## config.mk

```make
export PLATFORM = sky130hd
export DESIGN_NAME = wb_cmd_master
export DESIGN_NICKNAME = d
export VERILOG_FILES = /design/src/rtl/wb_pkg.sv /design/src/rtl/wb_timeout_cnt.sv /design/src/rtl/wb_cmd_master.sv
export SDC_FILE = /design/constraint.sdc
export NUM_CORES = 1
export LEC_CHECK = 0
export CAP_MARGIN = 20
export CORE_MARGIN = 1.5
export CORE_UTILIZATION = 45
export DETAILED_ROUTE_END_ITERATION = 16
export MAX_ROUTING_LAYER = met4
export PLACE_DENSITY = 0.85
export SLEW_MARGIN = 20
export SYNTH_ARGS = -nofsm -noshare
export SYNTH_HDL_FRONTEND = slang
export SYNTH_SLANG_ARGS = --single-unit
```

## constraint.sdc

```tcl
create_clock -name i_clk -period 5.4 [get_ports i_clk]
set_input_delay 1.08 -clock i_clk [delete_from_list [all_inputs] [get_ports i_clk]]
set_output_delay 1.08 -clock i_clk [all_outputs]
set_load 0.005 [all_outputs]
```

## src/rtl/wb_pkg.sv

```systemverilog
`default_nettype none
// ============================================================================
//  Module      : wb_pkg
//  Description : Shared types and constants for the Wishbone command master.
//  Revision    : 1.0 - initial release
// ============================================================================
package wb_pkg;

    localparam int WB_DW = 32;
    localparam int WB_SW = 4;

    typedef enum logic [1:0] {
        IDLE = 2'd0,
        BUS  = 2'd1,
        RESP = 2'd2
    } state_e;

    // Command payload captured at acceptance (address kept separately
    // because its width is a module parameter).
    typedef struct packed {
        logic [WB_DW-1:0] dat;
        logic [WB_SW-1:0] sel;
        logic             we;
    } cmd_t;

    // Response payload presented on the response stream.
    typedef struct packed {
        logic [WB_DW-1:0] dat;
        logic             err;
        logic             tmo;
    } rsp_t;

endpackage
`default_nettype wire

```

## src/rtl/wb_timeout_cnt.sv

```systemverilog
`default_nettype none
// ============================================================================
//  Module      : wb_timeout_cnt
//  Description : Bus-cycle counter with clear and enable; flags expiry when
//                the count reaches TIMEOUT-1.
//  Revision    : 1.0 - initial release
// ============================================================================
module wb_timeout_cnt #(
    parameter int TIMEOUT = 255,
    parameter int TOW     = 16
) (
    input  logic clk_i,
    input  logic rst_ni,
    input  logic clr_i,
    input  logic en_i,
    output logic expired_o
);

    logic [TOW-1:0] cnt_q;
    logic [TOW-1:0] cnt_d;

    // Clear has priority; otherwise count up while enabled.
    always_comb begin
        cnt_d = cnt_q;
        if (clr_i) begin
            cnt_d = '0;
        end else if (en_i) begin
            cnt_d = cnt_q + TOW'(1);
        end
    end

    // Counter register.
    always_ff @(posedge clk_i or negedge rst_ni) begin
        if (!rst_ni) begin
            cnt_q <= '0;
        end else begin
            cnt_q <= cnt_d;
        end
    end

    // The master leaves BUS on the expiry cycle, so the counter never wraps.
    assign expired_o = (cnt_q == TOW'(TIMEOUT - 1));

endmodule
`default_nettype wire

```

## src/rtl/wb_cmd_master.sv

```systemverilog
`default_nettype none
// ============================================================================
//  Module      : wb_cmd_master
//  Description : Wishbone classic single-transfer initiator. Converts a
//                valid/ready command stream into Wishbone cycles and returns
//                read data / status on a valid/ready response stream, with a
//                bus timeout for slaves that never respond.
//  Revision    : 1.0 - initial release
// ============================================================================
module wb_cmd_master
    import wb_pkg::*;
#(
    parameter int AW      = 32,
    parameter int TIMEOUT = 255,
    parameter int TOW     = 16
) (
    input  logic              i_clk,
    input  logic              i_rst_n,
    // command stream
    input  logic              i_cmd_valid,
    output logic              o_cmd_ready,
    input  logic [AW-1:0]     i_cmd_adr,
    input  logic [WB_DW-1:0]  i_cmd_dat,
    input  logic [WB_SW-1:0]  i_cmd_sel,
    input  logic              i_cmd_we,
    // response stream
    output logic              o_rsp_valid,
    input  logic              i_rsp_ready,
    output logic [WB_DW-1:0]  o_rsp_dat,
    output logic              o_rsp_err,
    output logic              o_rsp_tmo,
    // Wishbone initiator
    output logic [AW-1:0]     o_wb_adr,
    output logic [WB_DW-1:0]  o_wb_dat,
    output logic [WB_SW-1:0]  o_wb_sel,
    output logic              o_wb_we,
    output logic              o_wb_cyc,
    output logic              o_wb_stb,
    input  logic [WB_DW-1:0]  i_wb_rdt,
    input  logic              i_wb_ack,
    input  logic              i_wb_err
);

    state_e           state_q, state_d;
    logic [AW-1:0]    adr_q,   adr_d;
    cmd_t             cmd_q,   cmd_d;
    logic             cyc_q,   cyc_d;
    rsp_t             rsp_q,   rsp_d;

    logic             w_accept;
    logic             w_expired;

    assign w_accept = (state_q == IDLE) && i_cmd_valid;

    wb_timeout_cnt #(
        .TIMEOUT (TIMEOUT),
        .TOW     (TOW)
    ) u_tmo (
        .clk_i     (i_clk),
        .rst_ni    (i_rst_n),
        .clr_i     (w_accept),
        .en_i      (state_q == BUS),
        .expired_o (w_expired)
    );

    // Next-state and datapath: err beats ack, ack beats timeout.
    always_comb begin
        state_d = state_q;
        adr_d   = adr_q;
        cmd_d   = cmd_q;
        cyc_d   = cyc_q;
        rsp_d   = rsp_q;
        case (state_q)
            IDLE: begin
                if (i_cmd_valid) begin
                    adr_d     = i_cmd_adr;
                    cmd_d.dat = i_cmd_dat;
                    cmd_d.sel = i_cmd_sel;
                    cmd_d.we  = i_cmd_we;
                    cyc_d     = 1'b1;
                    state_d   = BUS;
                end
            end
            BUS: begin
                if (i_wb_err) begin
                    cyc_d     = 1'b0;
                    rsp_d     = '0;
                    rsp_d.err = 1'b1;
                    state_d   = RESP;
                end else if (i_wb_ack) begin
                    cyc_d     = 1'b0;
                    rsp_d     = '0;
                    rsp_d.dat = cmd_q.we ? '0 : i_wb_rdt;
                    state_d   = RESP;
                end else if (w_expired) begin
                    cyc_d     = 1'b0;
                    rsp_d     = '0;
                    rsp_d.err = 1'b1;
                    rsp_d.tmo = 1'b1;
                    state_d   = RESP;
                end
            end
            RESP: begin
                if (i_rsp_ready) begin
                    state_d = IDLE;
                end
            end
            default: begin
                cyc_d   = 1'b0;
                state_d = IDLE;
            end
        endcase
    end

    // State and datapath registers; async reset drops cyc/stb immediately.
    always_ff @(posedge i_clk or negedge i_rst_n) begin
        if (!i_rst_n) begin
            state_q <= IDLE;
            adr_q   <= '0;
            cmd_q   <= '0;
            cyc_q   <= 1'b0;
            rsp_q   <= '0;
        end else begin
            state_q <= state_d;
            adr_q   <= adr_d;
            cmd_q   <= cmd_d;
            cyc_q   <= cyc_d;
            rsp_q   <= rsp_d;
        end
    end

    // Handshake flags decode from registered state only, so there is no
    // combinational path from i_rsp_ready to o_cmd_ready.
    assign o_cmd_ready = (state_q == IDLE);
    assign o_rsp_valid = (state_q == RESP);
    assign o_rsp_dat   = rsp_q.dat;
    assign o_rsp_err   = rsp_q.err;
    assign o_rsp_tmo   = rsp_q.tmo;

    assign o_wb_adr    = adr_q;
    assign o_wb_dat    = cmd_q.dat;
    assign o_wb_sel    = cmd_q.sel;
    assign o_wb_we     = cmd_q.we;
    assign o_wb_cyc    = cyc_q;
    assign o_wb_stb    = cyc_q;

endmodule
`default_nettype wire

```

==> results.cfg, run 1 <==
[detailed_routing]
drt_drc_violations_left = 0
wirelength_um = 13400
num_vias = 4194
drt_iter0_drc = 284
wire_per_inst_um = 16.2
first_pass_iters = 4
routed_via_density = 5.05
ant_nets = 0

[setup_path]
critPathSlowestCell = clkdlybuf4s50_1
r2r_end = u_tmo.cnt_q[8]$_DFFE_PN0P_
worstSetupStartpointType = flip-flop
crit_type = flip-flop to output pin
path_buf_inv = 2
regToRegSetupSlack_ns = 3.18
cp.arrival_ns = 1.71
reg2reg_from = state_q[1]$_DFFE_PN0P_
cp-end-kind = output pin
rr_worst_depth = 5
cp_top_family = buffers and inverters
crit_required_ns = 4.32
cp_max_fo = 8
critical_path.cell_chain = inv_1, nor2_1, clkdlybuf4s50_1
slowest_delay_ns = 0.53

[synth]
synth_compound_area_frac = 0.0844
synth-main-ff-cell = dfrtp_1
ys_types = 38
ys_seq_area_frac = 0.633
syn_nets = 581
synth_edf_count = 0
synthesis.area_um2 = 4820
synth-simple-area-share = 0.229
ys_seq_elements = 122
synth_fa_ha_area_frac = 0.00519
yosysWarningCount = 0
syn_inst = 472
postSynthAreaPerCell_um2 = 10.2
synth_xor_area_frac = 0
ys_async_sr_fraction = 1.00
synth_top_family_by_area = simple AND/OR/NAND/NOR gates
synth_mux_area_frac = 0.0187

[sta]
hold_viol_final = 0
skew_ns = 0.00947
worstMarginPinSlew_ns = 0.852
holdWs_ns = 0.473
fin_ws_ns = 2.61
slew_viol_final = 0
period_minus_slack_ns = 2.79
timing.final.crit_share = 0.517
slew_headroom = 0.430
max_clock_freq_mhz = 358
rsz0062_at_grt = no
tns_ns = 0
setup_violations = 0

[cells_and_area]
final_area_um2 = 7610
antenna-diode-count = 0
area_growth_pct = 58.0
drive_above_1_share = 0.0692
finalNonFillerCells = 830
fin_nets = 791
final_common_cell = nand2_1
layout_common_cells = nand2_1, clkdlybuf4s50_1, dfrtp_1
utilization = 0.734

[place]
port_buffers = 213
dp_hpwl_um = 9160
place_ws_ns = 2.18
dpl_cell_area_um2 = 7030
gp_congestion = 0.761
dpl.cell_count = 799

[global_routing]
grt_max_degree = 83
overflow = 0
antenna_found_initial = 0
grt_pass1_wl_um = 21700
grt_usage = 0.253
grt_pass1_vias = 4352

[worst_hold_path]
worstHoldEndpoint = o_wb_dat[6]$_DFFE_PN0P_
hold_start = o_wb_dat[6]$_DFFE_PN0P_
hold_depth = 2
hp-class = flip-flop to flip-flop

[floorplan]
die-area_um2 = 11300
die_w_um = 106
design.core.area_um2 = 10400
row_count = 37
die-height_um = 106
ioPinCount = 214
initial_utilization = 0.465

[cts]
cts_resized = 0
post_cts_buffers = 0
cts_tree = yes
clk_pin_slew_ns = 0.06
htree_num_levels = 4
cts_hold_buf = 0
cts_buffers = 17
clock-root-buffer = clkbuf_8
cts_buffer_depth = 2
worst_skew_pair.late_latency_ns = 0.50
clkSinkCount = 122

[outcome]
status = finished clean

[flow_run]
cap_violations = 0

[power_and_ir_drop]
peakVddDrop_mv = 0.273
powerDensity_nw_per_um2 = 541
power_mw = 4.12
leakage_nw = 3.61
-- tightest hold or removal path: cells and delay by family, from the launching register on --
family | cells | cell delay [ns]
flip-flops | 1 | 0.34
AND/OR/NAND/NOR | 2 | 0.10
-- layout make-up --
class | instances | area [µm²]
clock buffer | 19 | 442
clock inverter | 12 | 141
fill | 746 | 2760
inverter | 3 | 11.3
multi-input combinational | 322 | 1640
sequential | 122 | 3050
tap | 136 | 170
timing repair buffer | 216 | 2160
-- cells by family (layout without fill, tap and decap cells) --
group,after synthesis,after routing
muxes,9,9
AOI/OAI and AO/OA,51,51
DFF,122,122
and+or+nand+nor,260,260
buffers and inverters,28,250
adders and majority gates,2,2
-- sequential cells by signal, summed over array words and instances, names as in the netlist --
| signal | count |
|---|---|
| o_wb_sel | 4 |
| u_tmo.cnt_q | 16 |
| o_rsp_tmo | 1 |
| o_wb_dat | 32 |
| state_q | 2 |
| o_wb_we | 1 |
| o_wb_adr | 32 |
| o_rsp_dat | 32 |
| o_rsp_err | 1 |
| o_wb_cyc | 1 |
-- synth_stat cells, types with 2 or more instances --
master,number,share of area
clkbuf_1,15,0.012
nand3b_1,2,0.0031
nand4_1,3,0.0039
or2_2,2,0.0026
buf_2,6,0.0062
a21oi_1,4,0.0042
nor3_1,2,0.0021
o31ai_1,2,0.0031
buf_6,3,0.0070
nor2_1,4,0.0031
ha_1,2,0.0052
mux2i_1,9,0.019
nand3_1,9,0.0093
dfrtp_1,122,0.63
a22o_2,2,0.0042
o21ai_0,8,0.0083
nand2_1,222,0.17
nor4_1,2,0.0026
a22o_1,30,0.055
nor3b_1,3,0.0047
inv_1,3,0.0023
-- power breakdown --
part | internal, mW | total [mW] | switching [mW] | leakage (nW)
Combinational | 0.891 | 1.49 | 0.603 | 1.77
Clock | 0.684 | 1.10 | 0.412 | 0.270
Sequential | 1.29 | 1.53 | 0.244 | 1.57
Total | 2.86 | 4.12 | 1.26 | 3.61
-- how the worst max path moves through the flow --
stage          cells after the start  slack [ns]                       end              startpoint
2_1_floorplan                      5        3.26  o_wb_dat[16]$_DFFE_PN0P_             i_cmd_valid
3_5_place_dp                       5        2.18   o_wb_dat[5]$_DFFE_PN0P_             i_cmd_valid
4_1_cts                            3        2.59               o_rsp_valid  state_q[1]$_DFFE_PN0P_
5_1_grt                            3        2.52               o_rsp_valid  state_q[1]$_DFFE_PN0P_
6_report                           3        2.61               o_rsp_valid  state_q[1]$_DFFE_PN0P_
3_3_place_gp                       4        2.24  o_rsp_dat[0]$_DFFE_PN0P_                i_wb_err
-- layer usage --
| layer | track usage | vias to the layer above | wire [µm] |
|---|---|---|---|
| li1 | - | 1976 | - |
| met1 | 0.318 | 2028 | 5630 |
| met2 | 0.400 | 169 | 6660 |
| met3 | 0.0674 | 21 | 914 |
| met4 | 0.0886 | 0 | 237 |
| met5 | - | - | 0 |
Note: power is estimated with default switching activity, not from simulation.
==> run 2, diff against run 1 <==
--- a/config.mk
+++ b/config.mk
@@ -7,10 +7,10 @@
 export LEC_CHECK = 0
 export CAP_MARGIN = 20
 export CORE_MARGIN = 1.5
-export CORE_UTILIZATION = 45
+export CORE_UTILIZATION = 42
 export DETAILED_ROUTE_END_ITERATION = 16
 export MAX_ROUTING_LAYER = met4
-export PLACE_DENSITY = 0.85
+export PLACE_DENSITY = 0.8
 export SLEW_MARGIN = 20
 export SYNTH_ARGS = -nofsm -noshare
 export SYNTH_HDL_FRONTEND = slang
==> constraint.sdc (replaced) <==
create_clock -name i_clk -period 2.75 [get_ports i_clk]
set_input_delay 0.55 -clock i_clk [delete_from_list [all_inputs] [get_ports i_clk]]
set_output_delay 0.55 -clock i_clk [all_outputs]
set_load 0.005 [all_outputs]
==> results.cfg, run 2 <==
[cts]
cts_buffer_depth = 2
cts_buffers = 17
cts_resized = 0
post_cts_buffers = 0
clkSinkCount = 122
clock-root-buffer = clkbuf_16
cts_hold_buf = 0
htree_num_levels = 4

[synth]
ys_seq_elements = 122
ys_async_sr_fraction = 1.00
postSynthAreaPerCell_um2 = 10.2
synth.most_common_cell = nand2_1
synth_area_leader_cell = dfrtp_1
synth_top_area_frac = 0.633
synthesis.area_um2 = 4820
yosysWarningCount = 0
synth_edf_count = 0
syn_inst = 472
synth_common_cells = nand2_1, dfrtp_1, a22o_1
syn_nets = 581
ys_types = 38
synth-main-ff-cell = dfrtp_1
synthTopCellsByArea = dfrtp_1, nand2_1, a22o_1
ys_seq_area_frac = 0.633

[global_routing]
antenna_found_initial = 0
grt_pass1_vias = 4102
grt_usage = 0.224
grt_max_degree = 84
overflow = 0
grt_pass1_wl_um = 20000

[floorplan]
die_w_um = 110
initial_utilization = 0.437
die-height_um = 110
row_count = 38
ioPinCount = 214

[outcome]
stop_error = [ERROR DRT-0255] Maze Route cannot find path of net i_clk in worker of routeBox ( 96600 0 ) ( 110120 48300 ).
failed_stage = detailed routing
status = did not finish

[place]
port_buffers = 213
dp_hpwl_um = 8890
gp_congestion = 0.809
[run 2: per-stage QoR]
step | worst slack (ns) | instances | hold slack, ns | utilization | cell area (µm²)
2_1_floorplan | 0.957 | 472 | 0.254 | - | 4820
3_3_place_gp | 0.505 | 807 | 0.454 | 0.641 | 7070
3_5_place_dp | 0.450 | 807 | 0.461 | 0.641 | 7070
4_1_cts | 0.493 | 839 | 0.110 | 0.693 | 7650
5_1_grt | 0.432 | 839 | 0.139 | 0.693 | 7650
[run 2: logic make-up after synthesis]
family,after synthesis,synth area share
AND/OR/NAND/NOR,260,0.229
AO/OA/AOI/OAI,51,0.0844
multiplexers,9,0.0187
flip-flops,122,0.633
adder cells (fa/ha/maj),2,0.00519
buffers and inverters,28,0.0288
[run 2: routing by layer]
metal and GRT usage:
met5 -, met4 0.0980, met3 0.0705, met2 0.363, met1 0.258
==> run 3, diff against run 2 <==
--- a/config.mk
+++ b/config.mk
@@ -7,10 +7,9 @@
 export LEC_CHECK = 0
 export CAP_MARGIN = 20
 export CORE_MARGIN = 1.5
-export CORE_UTILIZATION = 42
+export CORE_UTILIZATION = 40
 export DETAILED_ROUTE_END_ITERATION = 16
-export MAX_ROUTING_LAYER = met4
-export PLACE_DENSITY = 0.8
+export PLACE_DENSITY_LB_ADDON = 0.15
 export SLEW_MARGIN = 20
 export SYNTH_ARGS = -nofsm -noshare
 export SYNTH_HDL_FRONTEND = slang
==> results.cfg, run 3 (synthesis gave the netlist of run 1 again) <==
[outcome]
status = finished clean

[place]
gp_congestion = 0.782
dp_hpwl_um = 9050
port_buffers = 213

[sta]
tns_ns = 0
max_clock_freq_mhz = 453
hold_viol_final = 0
timing.final.crit_share = 0.803
skew_ns = 0.00716
slew_viol_final = 0
slew_headroom = 0.677
period_minus_slack_ns = 2.21
worstMarginPinSlew_ns = 0.481
rsz0062_at_grt = no
setup_violations = 0

[global_routing]
antenna_found_initial = 0
grt_pass1_vias = 4255
grt_pass1_wl_um = 21600
overflow = 0
grt_max_degree = 84
grt_usage = 0.218

[detailed_routing]
ant_nets = 0
wire_per_inst_um = 15.7
drt_drc_violations_left = 0
first_pass_iters = 4
wirelength_um = 13200
num_vias = 4163
routed_via_density = 4.94
drt_iter0_drc = 312

[cells_and_area]
fillCellCount = 885
regArea_um2 = 3050
antenna-diode-count = 0
fin_nets = 795
final_common_cell = nand2_1
drive_above_1_share = 0.0744
layout_common_cells = nand2_1, clkdlybuf4s50_1, dfrtp_1
area_growth_pct = 60.5
multiInputGateArea_um2 = 1640

[cts]
clk_pin_slew_ns = 0.06
htree_num_levels = 4
worst_skew_pair.late_latency_ns = 0.42
cts_buffer_depth = 2
cts_tree = yes
clkSinkCount = 122
cts_hold_buf = 0
cts_buffers = 17
post_cts_buffers = 0
cts_resized = 0
clock-root-buffer = clkbuf_16

[floorplan]
row_count = 39
initial_utilization = 0.417
die_w_um = 113
die-area_um2 = 12700
design.core.area_um2 = 11600
ioPinCount = 214
die-height_um = 113

[power_and_ir_drop]
peakVddDrop_mv = 0.654
swShare = 0.291
power_frac_seq = 0.360
clkPwrFrac = 0.285
power_mw = 8.31
switching_power_mw = 2.42
share_comb_of_total_power = 0.354
leakage_nw = 3.68
powerDensity_nw_per_um2 = 1070
p_int_mw = 5.89

[setup_path]
rr_worst_depth = 5
cp_max_fo = 8
cp.arrival_ns = 1.66
worstSetupStartpointType = flip-flop
crit_required_ns = 2.20
cp-end-kind = output pin
crit_type = flip-flop to output pin

[worst_hold_path]
hp-class = input port to async pin

[flow_run]
cap_violations = 0
==> run 3: cell type report <==
class,instances,area share
multi-input combinational,322,0.211
inverter,3,0.00146
timing repair buffer,220,0.287
clock buffer,21,0.0608
sequential,122,0.395
tap,143,0.0231
clock inverter,11,0.0217
==> run 3: final timing paths <==
kind                                             from                    endpoint  slack [ns]
max in group asynchronous                     i_rst_n     o_wb_dat[2]$_DFFE_PN0P_        2.04
max                            state_q[1]$_DFFE_PN0P_                 o_rsp_valid        0.54
min reg2reg                  o_wb_dat[12]$_DFFE_PN0P_    o_wb_dat[12]$_DFFE_PN0P_        0.47
min                                           i_rst_n  u_tmo.cnt_q[0]$_DFFE_PN0P_        0.05
max reg2reg                u_tmo.cnt_q[8]$_DFFE_PN0P_   o_rsp_dat[31]$_DFFE_PN0P_        0.71
min in group i_clk           o_wb_dat[12]$_DFFE_PN0P_    o_wb_dat[12]$_DFFE_PN0P_        0.47
==> run 3: through the flow <==
| stage | std cells | worst slack, ns | hold WS (ns) | cell area, µm² | utilization |
|---|---|---|---|---|---|
| after floorplan | 472 | 0.957 | 0.254 | 4820 | - |
| after global placement | 810 | 0.671 | 0.457 | 7100 | 0.614 |
| after detailed placement | 810 | 0.636 | 0.461 | 7100 | 0.614 |
| after CTS | 842 | 0.545 | 0.0506 | 7740 | 0.669 |
| after global routing | 842 | 0.445 | 0.0584 | 7740 | 0.669 |
| final | 842 | 0.542 | 0.0499 | 7740 | 0.669 |
==> run 3: layer usage <==
metal  global-route usage  vias up  share of wire
met5                    0        -              0
met4               0.0911        0          0.017
met3               0.0959       15          0.096
met2                0.332      173           0.47
met1                0.273     1987           0.42
li1                     -     1988              -
==> run 3: power by group through the flow <==
stage | clock network (mW) | logic, mW | registers, mW
after CTS | 2.42 | 3.00 | 3.00
after detailed placement | 0 | 2.98 | 3.00
final | 2.37 | 2.95 | 2.99
after global placement | 0 | 2.93 | 2.98
after global routing | 2.50 | 3.24 | 3.09
after floorplan | 0 | 1.01 | 3.00
==> run 3: critical path: stages, from the launching register on <==
cell and delay, ns:
dfrtp_1 0.48, inv_1 0.15, nor2_1 0.11, clkdlybuf4s50_1 0.51
==> run 4, diff against run 3 <==
--- a/config.mk
+++ b/config.mk
@@ -7,7 +7,7 @@
 export LEC_CHECK = 0
 export CAP_MARGIN = 20
 export CORE_MARGIN = 1.5
-export CORE_UTILIZATION = 40
+export CORE_UTILIZATION = 38
 export DETAILED_ROUTE_END_ITERATION = 16
 export PLACE_DENSITY_LB_ADDON = 0.15
 export SLEW_MARGIN = 20
==> constraint.sdc (replaced) <==
create_clock -name i_clk -period 1.9 [get_ports i_clk]
set_input_delay 0.38 -clock i_clk [delete_from_list [all_inputs] [get_ports i_clk]]
set_output_delay 0.38 -clock i_clk [all_outputs]
set_load 0.005 [all_outputs]
==> results.cfg, run 4 (synthesis gave the netlist of run 1 again) <==
[outcome]
status = finished clean

[cells_and_area]
antenna-diode-count = 0
drive_above_1_share = 0.0926
layout_common_cells = nand2_1, clkdlybuf4s50_1, dfrtp_1
multiInputGateArea_um2 = 1640
fin_nets = 810
regArea_um2 = 3060
final_area_um2 = 7920
finalNonFillerCells = 881
final_common_cell = nand2_1
area_growth_pct = 64.4
utilization = 0.649
fillCellCount = 1045

[sta]
skew_ns = 0.00712
timing.final.crit_share = 0.978
tns_ns = 0
rsz0062_at_grt = no
period_minus_slack_ns = 1.86
max_clock_freq_mhz = 538
slew_headroom = 0.707
setup_violations = 0
fin_ws_ns = 0.0424
worstMarginPinSlew_ns = 0.436
slew_viol_final = 0
hold_viol_final = 0

[global_routing]
top_usage_layer = met2
grt_usage = 0.206
grt_max_degree = 78
gr-usage-met3 = 0.0889
overflow = 0
grt_util_met2 = 0.328
antenna_found_initial = 0
grt_use_met1 = 0.247
grt_pass1_wl_um = 21100
grt_pass1_vias = 4176

[power_and_ir_drop]
peakVddDrop_mv = 0.801
powerDensity_nw_per_um2 = 1530
leakage_nw = 3.80

[detailed_routing]
wire_per_inst_um = 15.2
ant_nets = 0
drt_drc_violations_left = 0
num_vias = 4140
first_pass_iters = 4
routed_via_density = 4.70
wirelength_um = 13400
drt_iter0_drc = 212

[setup_path]
crit_type = flip-flop to flip-flop
crit_required_ns = 2.20
critPathLaunch = u_tmo.cnt_q[13]$_DFFE_PN0P_
cp-end-kind = flip-flop
cp.arrival_ns = 2.16
worstSetupStartpointType = flip-flop
reg2reg_from = u_tmo.cnt_q[13]$_DFFE_PN0P_
cp_max_fo = 33

[place]
dp_hpwl_um = 9250
port_buffers = 213
place_ws_ns = 0.0232
dpl_cell_area_um2 = 7260
dpl.cell_count = 847
gp_congestion = 0.734

[floorplan]
ioPinCount = 214
initial_utilization = 0.395
design.core.area_um2 = 12200
die-area_um2 = 13400
die_w_um = 116
die-height_um = 116
row_count = 40

[cts]
cts_buffer_depth = 2
cts_buffers = 17
cts_tree = yes
clk_pin_slew_ns = 0.05
worst_skew_pair.late_latency_ns = 0.41
clock-root-buffer = clkbuf_16
htree_num_levels = 4
clkSinkCount = 122

[flow_run]
cap_violations = 0

[worst_hold_path]
hold_start = o_wb_dat[24]$_DFFE_PN0P_
hp-class = flip-flop to flip-flop
-- run 4: changes by cell type in the layout (fill, tap and decap cells not counted), moves of 2 or more --
cell / previous run / this run
clkinvlp_4: 2 / 0
buf_12: 3 / 6
clkbuf_8: 3 / 6
dlymetal6s2s_1: 0 / 2
dfrtp_1: 122 / 120
clkdlybuf4s50_1: 212 / 210
dfrtp_2: 0 / 2
buf_4: 5 / 16
-- run 4: stage by stage --
step | hold WS (ns) | total power, mW
after global routing | 0.484 | 12.9
after global placement | 0.393 | 8.64
after floorplan | 0.0844 | 5.80
after detailed placement | 0.393 | 8.75
final | 0.468 | 12.1
after CTS | 0.474 | 12.2
-- run 4: report_power, final --
part / leakage (nW) / total, mW / internal (mW) / switching (mW)
registers: 1.57 / 4.29 / 3.66 / 0.628
clock network: 0.309 / 3.36 / 2.26 / 1.10
logic: 1.92 / 4.45 / 2.67 / 1.78
total: 3.80 / 12.1 / 8.60 / 3.50
-- run 4: final timing paths --
path	end	slack, ns	depth (start not counted)
worst max-delay path	o_rsp_dat[0]$_DFFE_PN0P_	0.04	5
worst min-delay path	o_wb_dat[24]$_DFFE_PN0P_	0.47	2
worst max register to register	o_rsp_dat[0]$_DFFE_PN0P_	0.04	5
worst min register to register	o_wb_dat[24]$_DFFE_PN0P_	0.47	2
max in group asynchronous	u_tmo.cnt_q[8]$_DFFE_PN0P_	0.98	3
min in group asynchronous	o_wb_adr[31]$_DFFE_PN0P_	0.50	3
-- run 4: critical path: stages (launching register included) --
cell	delay, ns
dfrtp_1	0.37
or4_4	0.54
nor4_4	0.33
o21ai_4	0.09
buf_12	0.17
a22o_4	0.22
-- run 4: layout make-up --
cell class / instances / area share
clock buffer: 25 / 0.0651
clock inverter: 6 / 0.0137
inverter: 3 / 0.00142
multi-input combinational: 322 / 0.207
sequential: 122 / 0.386
tap: 168 / 0.0265
timing repair buffer: 235 / 0.300
-- run 4: what timing repair did --
| action | 4_1_cts | 5_1_grt |
|---|---|---|
| endpoints found under the setup margin | 2 | 3 |
| endpoints found under the hold margin | 45 | 0 |
| setup buffers | 2 | 0 |
| pin swaps | 0 | 0 |
| hold buffers | 1 | 0 |
| resized for setup | 2 | 3 |
-- run 4: layer usage --
layer | share of wire | vias up | wire length [µm]
met1 | 0.41 | 1956 | 5520
met5 | 0 | - | 0
met4 | 0.021 | 0 | 278
met2 | 0.47 | 158 | 6290
met3 | 0.097 | 19 | 1300
li1 | - | 2007 | -
